--- config.mk ---
export PLATFORM = sky130hd
export DESIGN_NAME = phy_link_init_seq
export DESIGN_NICKNAME = d
export VERILOG_FILES = /design/src/rtl/phy_init_pkg.sv /design/src/rtl/mdio_clk_gen.sv /design/src/rtl/phy_link_init_seq.sv
export SDC_FILE = /design/constraint.sdc
export NUM_CORES = 1
export LEC_CHECK = 0
export CELL_PAD_IN_SITES_DETAIL_PLACEMENT = 1
export CELL_PAD_IN_SITES_GLOBAL_PLACEMENT = 2
export CORE_AREA = 2 2 128 105
export CTS_CLUSTER_SIZE = 30
export DETAILED_ROUTE_END_ITERATION = 10
export DIE_AREA = 0 0 130 107
export PLACE_DENSITY = 0.91
export SLEW_MARGIN = 5
export SYNTH_ARGS = -nofsm -noshare
export SYNTH_HDL_FRONTEND = slang
export SYNTH_SLANG_ARGS = --single-unit
export TNS_END_PERCENT = 5
--- constraint.sdc ---
create_clock -name CLK -period 6.55 [get_ports CLK]
set_input_delay 1.31 -clock CLK [delete_from_list [all_inputs] [get_ports CLK]]
set_output_delay 1.31 -clock CLK [all_outputs]
set_load 0.1 [all_outputs]
--- src/rtl/phy_init_pkg.sv ---
// Shared constants, state encoding and frame builder for the PHY link bring-up sequencer.
package phy_init_pkg;

    localparam logic [1:0] MDIO_ST            = 2'b01;
    localparam logic [1:0] MDIO_OP_WR         = 2'b01;
    localparam logic [1:0] MDIO_TA            = 2'b10;
    localparam int         MDIO_PREAMBLE_BITS = 32;
    localparam int         MDIO_FRAME_BITS    = 64;
    localparam int         REG_ENTRY_W        = 21;

    typedef enum logic [2:0] {
        IDLE,
        PCS_RST,
        WAIT_DONE,
        FRAME,
        GAP,
        DONE
    } state_t;

    // Clause-22 write frame, sent MSB first.
    function automatic logic [MDIO_FRAME_BITS-1:0] build_frame(
        input logic [4:0]             phyad,
        input logic [REG_ENTRY_W-1:0] entry
    );
        return {{MDIO_PREAMBLE_BITS{1'b1}}, MDIO_ST, MDIO_OP_WR, phyad,
                entry[20:16], MDIO_TA, entry[15:0]};
    endfunction

    function automatic int max_int(input int a, input int b);
        return (a > b) ? a : b;
    endfunction

endpackage

--- src/rtl/mdio_clk_gen.sv ---
// MDC generator: divides CLK by 2*CLK_DIV and flags the cycle before each MDC edge.
module mdio_clk_gen #(
    parameter int CLK_DIV = 64
) (
    input  logic clk,
    input  logic rst,
    input  logic en,
    input  logic clr,
    output logic mdc,
    output logic mdc_rise,
    output logic mdc_fall
);

    localparam int               DIV_W    = $clog2(CLK_DIV);
    localparam logic [DIV_W-1:0] DIV_LAST = DIV_W'(CLK_DIV - 1);

    logic [DIV_W-1:0] div_q;
    logic             mdc_q;
    logic             wrap;

    // Strobes are high in the cycle whose closing edge toggles MDC.
    assign wrap     = en && !clr && (div_q == DIV_LAST);
    assign mdc      = mdc_q;
    assign mdc_rise = wrap && !mdc_q;
    assign mdc_fall = wrap && mdc_q;

    always_ff @(posedge clk) begin
        if (rst || clr) begin
            div_q <= '0;
            mdc_q <= 1'b0;
        end else if (en) begin
            if (div_q == DIV_LAST) begin
                div_q <= '0;
                mdc_q <= ~mdc_q;
            end else begin
                div_q <= div_q + 1'b1;
            end
        end
    end

endmodule

--- src/rtl/phy_link_init_seq.sv ---
// Resets the PCS/PMA core, waits for its resetdone edge, then writes a table of
// Clause-22 MDIO registers to the PHY.
module phy_link_init_seq
    import phy_init_pkg::*;
#(
    parameter int NUM_REGS      = 2,
    parameter int CLK_DIV       = 64,
    parameter int RST_PULSE_LEN = 4,
    parameter int SYNC_STAGES   = 3,
    parameter int GAP_BITS      = 4
) (
    input  logic                              CLK,
    input  logic                              RST,
    input  logic [4:0]                        PHYAD,
    input  logic [NUM_REGS*REG_ENTRY_W-1:0]   REG_TABLE,
    input  logic                              RESETDONE,
    input  logic                              RESTART,
    output logic                              PCS_RESET,
    output logic                              MDC,
    output logic                              MDIO_OUT,
    output logic                              BUSY,
    output logic                              COMPLETE,
    output logic [$clog2(NUM_REGS+1)-1:0]     FRAME_CNT,
    output state_t                            STATE_DBG
);

    localparam int CNT_W = $clog2(NUM_REGS + 1);
    localparam int TMR_W = max_int(max_int($clog2(RST_PULSE_LEN + 1), $clog2(GAP_BITS + 1)),
                                   $clog2(MDIO_FRAME_BITS + 1));
    localparam logic [TMR_W-1:0] PULSE_LAST = TMR_W'(RST_PULSE_LEN - 1);
    localparam logic [TMR_W-1:0] BITS_ALL   = TMR_W'(MDIO_FRAME_BITS);
    localparam logic [TMR_W-1:0] GAP_ALL    = TMR_W'(GAP_BITS);

    state_t                     state_q, state_d;
    logic [TMR_W-1:0]           tmr_q, tmr_d;
    logic [MDIO_FRAME_BITS-1:0] sr_q, sr_d;
    logic                       mdio_q, mdio_d;
    logic                       complete_q, complete_d;
    logic                       busy_q, busy_d;
    logic                       pcs_reset_q, pcs_reset_d;
    logic [CNT_W-1:0]           frame_cnt_q, frame_cnt_d;
    logic [SYNC_STAGES-1:0]     sync_q;
    logic                       done_prev_q;
    logic                       done_rise;
    logic                       clk_en, clk_clr;
    logic                       mdc_rise, mdc_fall;
    logic [REG_ENTRY_W-1:0]     entry_sel;
    logic [MDIO_FRAME_BITS-1:0] frame_w;

    mdio_clk_gen #(.CLK_DIV(CLK_DIV)) u_clk_gen (
        .clk      (CLK),
        .rst      (RST),
        .en       (clk_en),
        .clr      (clk_clr),
        .mdc      (MDC),
        .mdc_rise (mdc_rise),
        .mdc_fall (mdc_fall)
    );

    assign done_rise = sync_q[SYNC_STAGES-1] && !done_prev_q;

    // FRAME_CNT doubles as the table index of the next frame to send.
    always_comb begin
        entry_sel = REG_TABLE[REG_ENTRY_W-1:0];
        for (int i = 0; i < NUM_REGS; i++) begin
            if (frame_cnt_q == CNT_W'(i)) entry_sel = REG_TABLE[i*REG_ENTRY_W +: REG_ENTRY_W];
        end
    end

    assign frame_w = build_frame(PHYAD, entry_sel);

    always_ff @(posedge CLK) begin
        if (RST) begin
            state_q     <= IDLE;
            tmr_q       <= '0;
            sr_q        <= '1;
            mdio_q      <= 1'b1;
            complete_q  <= 1'b0;
            busy_q      <= 1'b0;
            pcs_reset_q <= 1'b0;
            frame_cnt_q <= '0;
            sync_q      <= '0;
            done_prev_q <= 1'b0;
        end else begin
            state_q     <= state_d;
            tmr_q       <= tmr_d;
            sr_q        <= sr_d;
            mdio_q      <= mdio_d;
            complete_q  <= complete_d;
            busy_q      <= busy_d;
            pcs_reset_q <= pcs_reset_d;
            frame_cnt_q <= frame_cnt_d;
            sync_q      <= {sync_q[SYNC_STAGES-2:0], RESETDONE};
            done_prev_q <= sync_q[SYNC_STAGES-1];
        end
    end

    // tmr counts completed MDC periods on rises; state moves happen on the following fall.
    always_comb begin
        state_d     = state_q;
        tmr_d       = tmr_q;
        sr_d        = sr_q;
        mdio_d      = mdio_q;
        complete_d  = complete_q;
        frame_cnt_d = frame_cnt_q;
        clk_en      = 1'b0;
        clk_clr     = 1'b0;
        case (state_q)
            IDLE: begin
                clk_clr = 1'b1;
                state_d = PCS_RST;
                tmr_d   = PULSE_LAST;
            end
            PCS_RST: begin
                clk_clr = 1'b1;
                if (tmr_q == '0) state_d = WAIT_DONE;
                else             tmr_d   = tmr_q - 1'b1;
            end
            WAIT_DONE: begin
                clk_clr = 1'b1;
                if (done_rise) begin
                    state_d = FRAME;
                    tmr_d   = '0;
                    sr_d    = frame_w;
                    mdio_d  = frame_w[MDIO_FRAME_BITS-1];
                end
            end
            FRAME: begin
                clk_en = 1'b1;
                if (mdc_rise) tmr_d = tmr_q + 1'b1;
                if (mdc_fall) begin
                    if (tmr_q == BITS_ALL) begin
                        state_d     = GAP;
                        tmr_d       = '0;
                        mdio_d      = 1'b1;
                        frame_cnt_d = frame_cnt_q + 1'b1;
                    end else begin
                        sr_d   = {sr_q[MDIO_FRAME_BITS-2:0], 1'b1};
                        mdio_d = sr_q[MDIO_FRAME_BITS-2];
                    end
                end
            end
            GAP: begin
                clk_en = 1'b1;
                if (mdc_rise) tmr_d = tmr_q + 1'b1;
                if (mdc_fall && tmr_q == GAP_ALL) begin
                    tmr_d = '0;
                    if (frame_cnt_q == CNT_W'(NUM_REGS)) begin
                        state_d    = DONE;
                        complete_d = 1'b1;
                    end else begin
                        state_d = FRAME;
                        sr_d    = frame_w;
                        mdio_d  = frame_w[MDIO_FRAME_BITS-1];
                    end
                end
            end
            DONE: begin
                clk_clr = 1'b1;
                mdio_d  = 1'b1;
            end
            default: begin
                state_d = IDLE;
            end
        endcase

        if (RESTART && state_q != IDLE) begin
            state_d     = PCS_RST;
            tmr_d       = PULSE_LAST;
            mdio_d      = 1'b1;
            complete_d  = 1'b0;
            frame_cnt_d = '0;
            clk_en      = 1'b0;
            clk_clr     = 1'b1;
        end

        busy_d      = state_d inside {PCS_RST, WAIT_DONE, FRAME, GAP};
        pcs_reset_d = (state_d == PCS_RST);
    end

    assign PCS_RESET = pcs_reset_q;
    assign MDIO_OUT  = mdio_q;
    assign BUSY      = busy_q;
    assign COMPLETE  = complete_q;
    assign FRAME_CNT = frame_cnt_q;
    assign STATE_DBG = state_q;

endmodule

* After elaboration in Yosys (flattened, before gate mapping)
Cells that the tools add are included.
Storage, ports and cells: logic and storage cells 103, output and inout port bits 10, register bits after elaboration 90, bits of input ports 51
Operators by class: reductions and logical operators 29, add/sub/neg operators 4, muxes and demuxes 34, equality and inequality tests 22, bitwise operators 1
Operators by type and width (number):
- $mux 63 | 5
- $pmux 63 s3 | 1
- $mux 7 | 6
- $pmux 7 s5 | 1
- $mux 21 | 1
- $mux 3 | 7
- $pmux 3 s6 | 1
- $eq 3x2->1 const B | 4
- $ne 2x2->1 const B | 6
- $reduce_and 3->1 | 4
- $eq 3x3->1 const B | 3
- $mux 1 | 9
- $reduce_bool 4->1 | 2
- $add 7x1->7 const B | 1
- $eq 7x3->1 const B | 1
- $eq 7x7->1 const B | 1
- $logic_and 1x1->1 | 7
- $logic_not 7->1 | 1
- $sub 7x1->7 const B | 1
- $add 6x1->6 const B | 1
- $eq 3x1->1 const B | 2
- $eq 6x6->1 const B | 1
- $mux 6 | 1
- $ne 3x3->1 const B | 2
- 17 further kinds | 21

* Depth between registers and ports, before layout
Gate-level depths: netlist of run 1.
word-level depth 14, depth in mapped cells 9

* By module
A second synthesis of run 1 with hierarchy kept.
Second synthesis, totals: cells, all modules 510, area, all modules 4470.5 µm²
Modules (own cells, without submodules):
- phy_link_init_seq | instances 1, cells an instance 471, area each 4135.2 µm², sequential area each 1661.6 µm²
- mdio_clk_gen | instances 1, cells an instance 39, area each 335.3 µm², sequential area each 140.1 µm²

* Least setup slack after synthesis of run 1
Ideal clock, no wire load.
path kind flip-flop to flip-flop, from register state_q[0] (netlist: STATE_DBG[0]), to register tmr_q[1], required time 6.426 ns, arrival time 2.670 ns, slack 3.756 ns, cell stages (with the launch flop) 7, clock period less this slack 2.794 ns, buffers on the path 1, path through dfxtp_1 -> buf_2 -> nand3b_1 -> a2111oi_4 -> mux2_2 -> a211oi_1 -> a21oi_1
On the way: word-level cells in the longest chain between the ends 13, elaborated cells on any way between the ends 30
Ends and longest elaborated chain:
- start, declared | RTL line phy_link_init_seq.sv:34 | state_t state_q, state_d;
- start signal, assigned | RTL line phy_link_init_seq.sv:85 | state_q <= state_d;
- $eq 3x2->1, or another cell as far along | RTL line phy_link_init_seq.sv:108 | case (state_q)
- $reduce_or 4->1 (no line)
- $mux 1 | RTL line phy_link_init_seq.sv:108
- $mux 1 | RTL line phy_link_init_seq.sv:167 | if (RESTART && state_q != IDLE) begin
- $logic_not 1->1 | RTL line mdio_clk_gen.sv:22 | assign wrap = en && !clr && (div_q == DIV_LAST);
- $logic_and 1x1->1 (2 in series) | RTL line mdio_clk_gen.sv:22
- $logic_and 1x1->1 | RTL line mdio_clk_gen.sv:24 | assign mdc_rise = wrap && !mdc_q;
- $mux 7
- $mux 7 | RTL line phy_link_init_seq.sv:132 | if (tmr_q == BITS_ALL) begin
- $mux 7 | RTL line phy_link_init_seq.sv:131 | if (mdc_fall) begin
- $pmux 7 s5 | RTL line phy_link_init_seq.sv:108
- $mux 2 | RTL line phy_link_init_seq.sv:167
- end signal, assigned | RTL line phy_link_init_seq.sv:86 | tmr_q <= tmr_d;
- end, declared | RTL line phy_link_init_seq.sv:35 | logic [TMR_W-1:0] tmr_q, tmr_d;
Parallel ways exist; a longest one is shown, timed or not. A chain may end at the register's enable or synchronous reset.

* Worst setup path after layout of run 1
from input RESTART, to register sr_q[58]
On the way: word-level cells in the longest chain between the ends 9, elaborated cells on any way between the ends 11
Ends and longest elaborated chain:
- start, declared | RTL line phy_link_init_seq.sv:17 | input logic RESTART,
- $logic_and 1x1->1 (*) | RTL line phy_link_init_seq.sv:167
- $mux 1 | RTL line phy_link_init_seq.sv:167
- $logic_not 1->1 | RTL line mdio_clk_gen.sv:22
- $logic_and 1x1->1 (*) (2 in series) | RTL line mdio_clk_gen.sv:22
- $logic_and 1x1->1 (*) | RTL line mdio_clk_gen.sv:25 | assign mdc_fall = wrap && mdc_q;
- $logic_and 1x1->1 | RTL line phy_link_init_seq.sv:146 | if (mdc_fall && tmr_q == GAP_ALL) begin
- $ne 2x2->1 (no line)
- $reduce_and 6->1 (no line) (*)
- end signal, assigned | RTL line phy_link_init_seq.sv:87 | sr_q <= sr_d;
- end, declared | RTL line phy_link_init_seq.sv:36 | logic [MDIO_FRAME_BITS-1:0] sr_q, sr_d;
Every way passes the cells marked *; elsewhere a longest branch is shown, timed or not.

==> results.toml, run 1 <==
[worst_setup_path]
crit_path_start_kind = "input port"
path_max_fanout = 63
setup.worst_path.end_class = "flop"
rrSetupSlack_ns = 3.16
r2r_start = "STATE_DBG[1]$_SDFF_PP0_"
cp.required_ns = 6.72
r2r_end = "sr_q[58]$_SDFFE_PP1P_"
worstSetupPathType = "in2reg"
crit_start = "RESTART"
cp.arrival_ns = 4.31
reg2reg_depth = 5

[timing]
finalCriticalPeriod_ns = 4.14
period_share_pct = 63.2
rsz0062_at_grt = "false"
finalSetupTns_ns = 0
slew_viol_final = 0
setup_viol = 0
slew_headroom_pct = 22.8
final_hold_viol_count = 0
fin_skew_ns = 0.0110
worst_pin_slew_ns = 1.16
fmax_ghz = 0.242

[logic_synthesis]
ys_seq_area_share_pct = 40.3
synth_warnings = 0
synth.distinct_cells = 57
async_reset_ff_share_pct = 0
ys_ff_latch = 90
synth.avg_cell_area_um2 = 8.67
synth_cells = 516
synth_edf_count = 0
synthFlopType = "dfxtp_1"
synth_area_mm2 = 0.00447
postSynthNetCount = 573

[grt]
antenna_found_initial = 0
use_met2_pct = 27.0
grt.overflow.total = 0
met1_usage_pct = 23.0
grt_pass1_wl_um = 18800
grt_pass1_vias = 3793
grt_max_degree = 65
grt_busiest_layer = "met2"
grt_use_total_pct = 17.1
use_met3_pct = 4.84

[clock_network]
cts_buffers = 9
cts_root_buffer = "clkbuf_16"
cts_tree = "yes"
clock_path_buffers = 2
cts.repair.resized = 0
clkSlewWorstSetupHoldPaths_ns = 0.07
cts_setup_buffers = 0
clk_latency_ns = 0.35
clkSinkCount = 90
hold_buffers = 0
htreeDepth = 3

[cells_and_area]
layout_commonest_cell = "dfxtp_1"
final_cell_count_no_fill = 728
final_nets = 605
postLayoutCellArea_mm2 = 0.00539
area_growth_syn_to_layout_pct = 20.4
drive_gt1_share_pct = 7.59
fill_cells = 1445
seq_area_mm2 = 0.00180
mostFrequentLayoutCells = "90 x dfxtp_1, 69 x nor2_1, 59 x clkdlybuf4s50_1"
diodes = 0
multi_input_area_mm2 = 0.00242

[routing]
dr_total_vias = 3936
ant_nets = 0
drt-pass1-iter-count = 4
drt_iter0_markers = 272
drc = 0
wirelength_um = 11500
wl_per_cell_um = 15.8
viasPerCell = 5.41

[hold_path]
hold_class = "reg2reg"
hp-start = "sync_q[0]$_SDFF_PP0_"
whs_path_depth = 1
hold_path_end = "sync_q[1]$_SDFF_PP0_"

[place]
place_congestion = 0.870
place_inst = 712
detailed_place_hpwl_um = 7900
port_buffers = 60
postPlaceCellArea_mm2 = 0.00509

[floorplan]
die_x_um = 130
die_height_um = 107
rows = 37
initial_core_util_pct = 35.4
die_area_mm2 = 0.0139
io_pins = 61
core-area_mm2 = 0.0126

[power_and_ir_drop]
power.density_mw_per_mm2 = 245
pwr-share-clk_pct = 39.1
power_mw = 1.32
pwr-share-comb_pct = 16.5
peakVddDrop_mv = 0.105
p_leak_nw = 1.85
switching_share_pct = 29.9
power.internal_uw = 926
p_seq_share_pct = 44.4
switchingPower_uw = 395

[flow_run]
maxCapViolations = 0

[outcome]
outcome = "finished clean"
per-stage QoR:
| stage | setup slack [ns] | util, % | hold slack (ns) |
|---|---|---|---|
| 6_report | 2.41 | 42.6 | 0.456 |
| 5_1_grt | 2.23 | 42.6 | 0.473 |
| 4_1_cts | 2.45 | 42.6 | 0.462 |
| 3_5_place_dp | 2.09 | 40.3 | 0.445 |
| 3_3_place_gp | 2.18 | 40.3 | 0.444 |
| 2_1_floorplan | 3.76 | - | 0.414 |
routing by layer:
metal	part of all wire, %	wire [um]
met5	0	0
met3	4.9	569
met2	45	5190
met4	0.90	104
met1	49	5640
worst max-delay path: stages:
cell	delay, ns
clkdlybuf4s50_1	0.74
and4b_1	0.27
and4_4	0.18
o22ai_4	0.53
or2_2	1.01
a22oi_1	0.24
Yosys cell counts, types with 3 or more instances:
cell	number	area (um^2)
dfxtp_1	90	1800
nor2_1	70	263
o21ai_0	48	240
a22oi_1	34	255
nand2_1	31	116
clkbuf_1	30	113
mux2i_1	23	230
o211ai_1	21	158
a21oi_1	20	100
buf_6	8	90.1
nor2b_1	8	50.1
xor2_1	8	70.1
inv_1	7	26.3
mux2_2	7	78.8
nor4_1	7	43.8
a211oi_1	6	45.0
ha_1	6	75.1
nand3_1	6	30.0
nor3_1	6	30.0
nand4_1	5	31.3
o22ai_1	5	31.3
or3_1	5	31.3
a221o_1	4	40.0
buf_2	4	20.0
nand2b_1	4	25.0
o21a_1	4	30.0
a211o_1	3	26.3
and3_1	3	18.8
nand4b_1	3	26.3
o31ai_1	3	22.5
xnor2_1	3	26.3
state kept, by name (all words and copies together), names as in the netlist:
register,flops
BUSY,1
COMPLETE,1
FRAME_CNT,2
MDIO_OUT,1
PCS_RESET,1
STATE_DBG,3
done_prev_q,1
sr_q,63
sync_q,3
tmr_q,7
u_clk_gen.div_q,6
u_clk_gen.mdc,1
area by class of cell:
cell class | instances | area share (%)
multi-input combinational | 376 | 44.9
sequential | 90 | 33.4
timing repair buffer | 64 | 11.6
clock buffer | 9 | 4.18
tap | 175 | 4.07
clock inverter | 7 | 1.30
inverter | 7 | 0.488
power by group through the flow:
stage / combinational, mW / clock (mW) / sequential [mW]
4_1_cts: 0.218 / 0.530 / 0.586
3_3_place_gp: 0.211 / 0 / 0.598
3_5_place_dp: 0.217 / 0 / 0.599
5_1_grt: 0.238 / 0.554 / 0.589
2_1_floorplan: 0.138 / 0 / 0.609
6_report: 0.218 / 0.517 / 0.586
how the worst max path moves through the flow:
stage / endpoint / depth (start not counted)
after floorplan: tmr_q[1]$_SDFFE_PP0P_ / 6
after global placement: sr_q[49]$_SDFFE_PP1P_ / 6
after detailed placement: sr_q[52]$_SDFFE_PP1P_ / 6
after CTS: sr_q[52]$_SDFFE_PP1P_ / 6
after global routing: sr_q[58]$_SDFFE_PP1P_ / 6
final: sr_q[58]$_SDFFE_PP1P_ / 6
cell families (layout without fill, tap and decap cells):
kind of cell,after synthesis,count (layout),synth area share (%)
AO/OA/AOI/OAI,165,165,25.1
XOR/XNOR,11,11,2.15
adder cells (fa/ha/maj),6,6,1.68
buffers and inverters,50,87,5.73
flip-flops,90,90,40.3
multiplexers,30,30,6.91
AND/OR/NAND/NOR,164,164,18.1
Note: power is estimated with default switching activity, not from simulation.
==> run 2: changes to the inputs <==
--- a/config.mk
+++ b/config.mk
@@ -7,11 +7,11 @@
 export LEC_CHECK = 0
 export CELL_PAD_IN_SITES_DETAIL_PLACEMENT = 1
 export CELL_PAD_IN_SITES_GLOBAL_PLACEMENT = 2
-export CORE_AREA = 2 2 128 105
+export CORE_AREA = 2 2 134 110
 export CTS_CLUSTER_SIZE = 30
 export DETAILED_ROUTE_END_ITERATION = 10
-export DIE_AREA = 0 0 130 107
-export PLACE_DENSITY = 0.91
+export DIE_AREA = 0 0 136 112
+export PLACE_DENSITY = 0.85
 export SLEW_MARGIN = 5
 export SYNTH_ARGS = -nofsm -noshare
 export SYNTH_HDL_FRONTEND = slang
==> constraint.sdc (replaced) <==
create_clock -name CLK -period 4 [get_ports CLK]
set_input_delay 0.8 -clock CLK [delete_from_list [all_inputs] [get_ports CLK]]
set_output_delay 0.8 -clock CLK [all_outputs]
set_load 0.1 [all_outputs]
==> run 2 against run 1 <==
  * Non-clock buffer count is 8 higher
  * Final cell count is 2.3% higher
  * Global-route usage is 0.32 points lower
  * Register-to-register slack worse by 2.2 ns
  * Flip-flop and latch count stayed put
  * Combinational power is 72% higher
  * Hold slack better by 0.0011 ns
  * Clock-buffer cell count stayed put
  * Design area is 1.4% higher
  * First-iteration DRC count is 7.0% higher
  * Via count is 0.28% higher
  * Critical path depth is 5 lower
  * Critical endpoint is now STATE_DBG[2]
==> results.toml, run 2 (synthesized netlist as in run 1, its figures left out) <==
[timing]
finalSetupTns_ns = 0
slew_viol_final = 0
fin_skew_ns = 0.00904
rsz0062_at_grt = "false"
period_share_pct = 77.4
setup_viol = 0
worst_pin_slew_ns = 1.05
final_hold_viol_count = 0
fmax_ghz = 0.323
finalCriticalPeriod_ns = 3.09
slew_headroom_pct = 28.2

[grt]
antenna_found_initial = 0
grt_pass1_vias = 4034
grt_use_total_pct = 16.8
met1_usage_pct = 22.6
use_met3_pct = 5.28
grt_pass1_wl_um = 20200
grt_busiest_layer = "met2"
use_met2_pct = 25.9
grt.overflow.total = 0
grt_max_degree = 64

[place]
postPlaceCellArea_mm2 = 0.00516
port_buffers = 60
detailed_place_hpwl_um = 8530
place_congestion = 0.853

[flow_run]
maxCapViolations = 0

[floorplan]
io_pins = 61
initial_core_util_pct = 32.1
die_height_um = 112
die_area_mm2 = 0.0152
die_x_um = 136
rows = 39
core-area_mm2 = 0.0140

[clock_network]
clock_path_buffers = 2
clkSlewWorstSetupHoldPaths_ns = 0.07
clkSinkCount = 90
htreeDepth = 3
cts_buffers = 9
cts_setup_buffers = 0
cts_tree = "yes"
cts_root_buffer = "clkbuf_16"
hold_buffers = 0
cts.repair.resized = 0
clk_latency_ns = 0.35

[worst_setup_path]
path_cells = "clkdlybuf4s50_1"
crit_family = "buffers and inverters"
crit_path_start_kind = "flop"
worstSetupPathType = "reg2out"
worst-path-buf-inv = 1
critPathMaxStageDelay_ns = 1.25
path_max_fanout = 17
cp.required_ns = 3.20
cpMaxStageDelayCell = "clkdlybuf4s50_1"
setup.worst_path.end_class = "output pin"
cp.arrival_ns = 2.29

[cells_and_area]
mostFrequentLayoutCells = "90 x dfxtp_1, 69 x nor2_1, 58 x clkdlybuf4s50_1"
postLayoutCellArea_mm2 = 0.00546
fill_cells = 1670
diodes = 0
area_growth_syn_to_layout_pct = 22.1
drive_gt1_share_pct = 9.09
layout_commonest_cell = "dfxtp_1"
final_nets = 613
regMostFlops = "sr_q"
reg_top3 = "sr_q: 63 flops, tmr_q: 7 flops, u_clk_gen.div_q: 6 flops"
largest_reg_flops = 63

[routing]
wl_per_cell_um = 16.5
dr_total_vias = 3947
drc = 0
drt_iter0_markers = 291
drt-pass1-iter-count = 4
viasPerCell = 5.30
wirelength_um = 12300
ant_nets = 0

[power_and_ir_drop]
p_leak_nw = 1.89
switching_share_pct = 28.4
p_seq_share_pct = 43.5
switchingPower_uw = 623
pwr-share-clk_pct = 39.4
power.density_mw_per_mm2 = 401
power_mw = 2.19
power.internal_mw = 1.57
pwr-share-comb_pct = 17.1
peakVddDrop_mv = 0.193

[hold_path]
hold_class = "reg2reg"

[outcome]
outcome = "finished clean"
run 2: layer usage:
layer / part of all wire (%) / vias up
met5: 0 / -
met3: 6.5 / 5
met2: 44 / 105
met1: 49 / 1868
met4: 0.70 / 0
li1: - / 1969
run 2: worst paths after layout:
kind / endpoint / slack, ns / cells after the start / startpoint
max: STATE_DBG[2] / 0.91 / 1 / STATE_DBG[2]$_SDFF_PP0_
max reg2reg: sr_q[52]$_SDFFE_PP1P_ / 0.97 / 6 / STATE_DBG[2]$_SDFF_PP0_
min reg2reg: sync_q[1]$_SDFF_PP0_ / 0.46 / 1 / sync_q[0]$_SDFF_PP0_
min: sync_q[1]$_SDFF_PP0_ / 0.46 / 1 / sync_q[0]$_SDFF_PP0_
run 2: stage by stage:
| stage | hold slack (ns) | cells | utilization, % | setup WS [ns] |
|---|---|---|---|---|
| after CTS | 0.463 | 745 | 39.1 | 0.891 |
| final | 0.457 | 745 | 39.1 | 0.905 |
| after global routing | 0.484 | 745 | 39.1 | 0.767 |
| after global placement | 0.456 | 729 | 37.0 | 0.842 |
| after detailed placement | 0.443 | 729 | 37.0 | 0.738 |
| after floorplan | 0.414 | 516 | - | 1.21 |
run 2: layout make-up:
type                    count  area (um^2)  share of cell area, %
repair buffers             72          683                   12.5
flip-flops and latches     90         1800                   33.0
clock inverters             7         76.3                   1.40
well taps                 184          230                   4.22
clock buffers               9          225                   4.12
inverters                   7         26.3                  0.481
multi-input cells         376         2420                   44.3
run 2: power groups by stage:
stage	sequential [mW]	clock [mW]	combinational, mW
finish	0.953	0.864	0.375
global placement	0.971	0	0.363
detailed placement	0.972	0	0.372
floorplan	0.997	0	0.227
CTS	0.952	0.892	0.374
global route	0.957	0.927	0.407
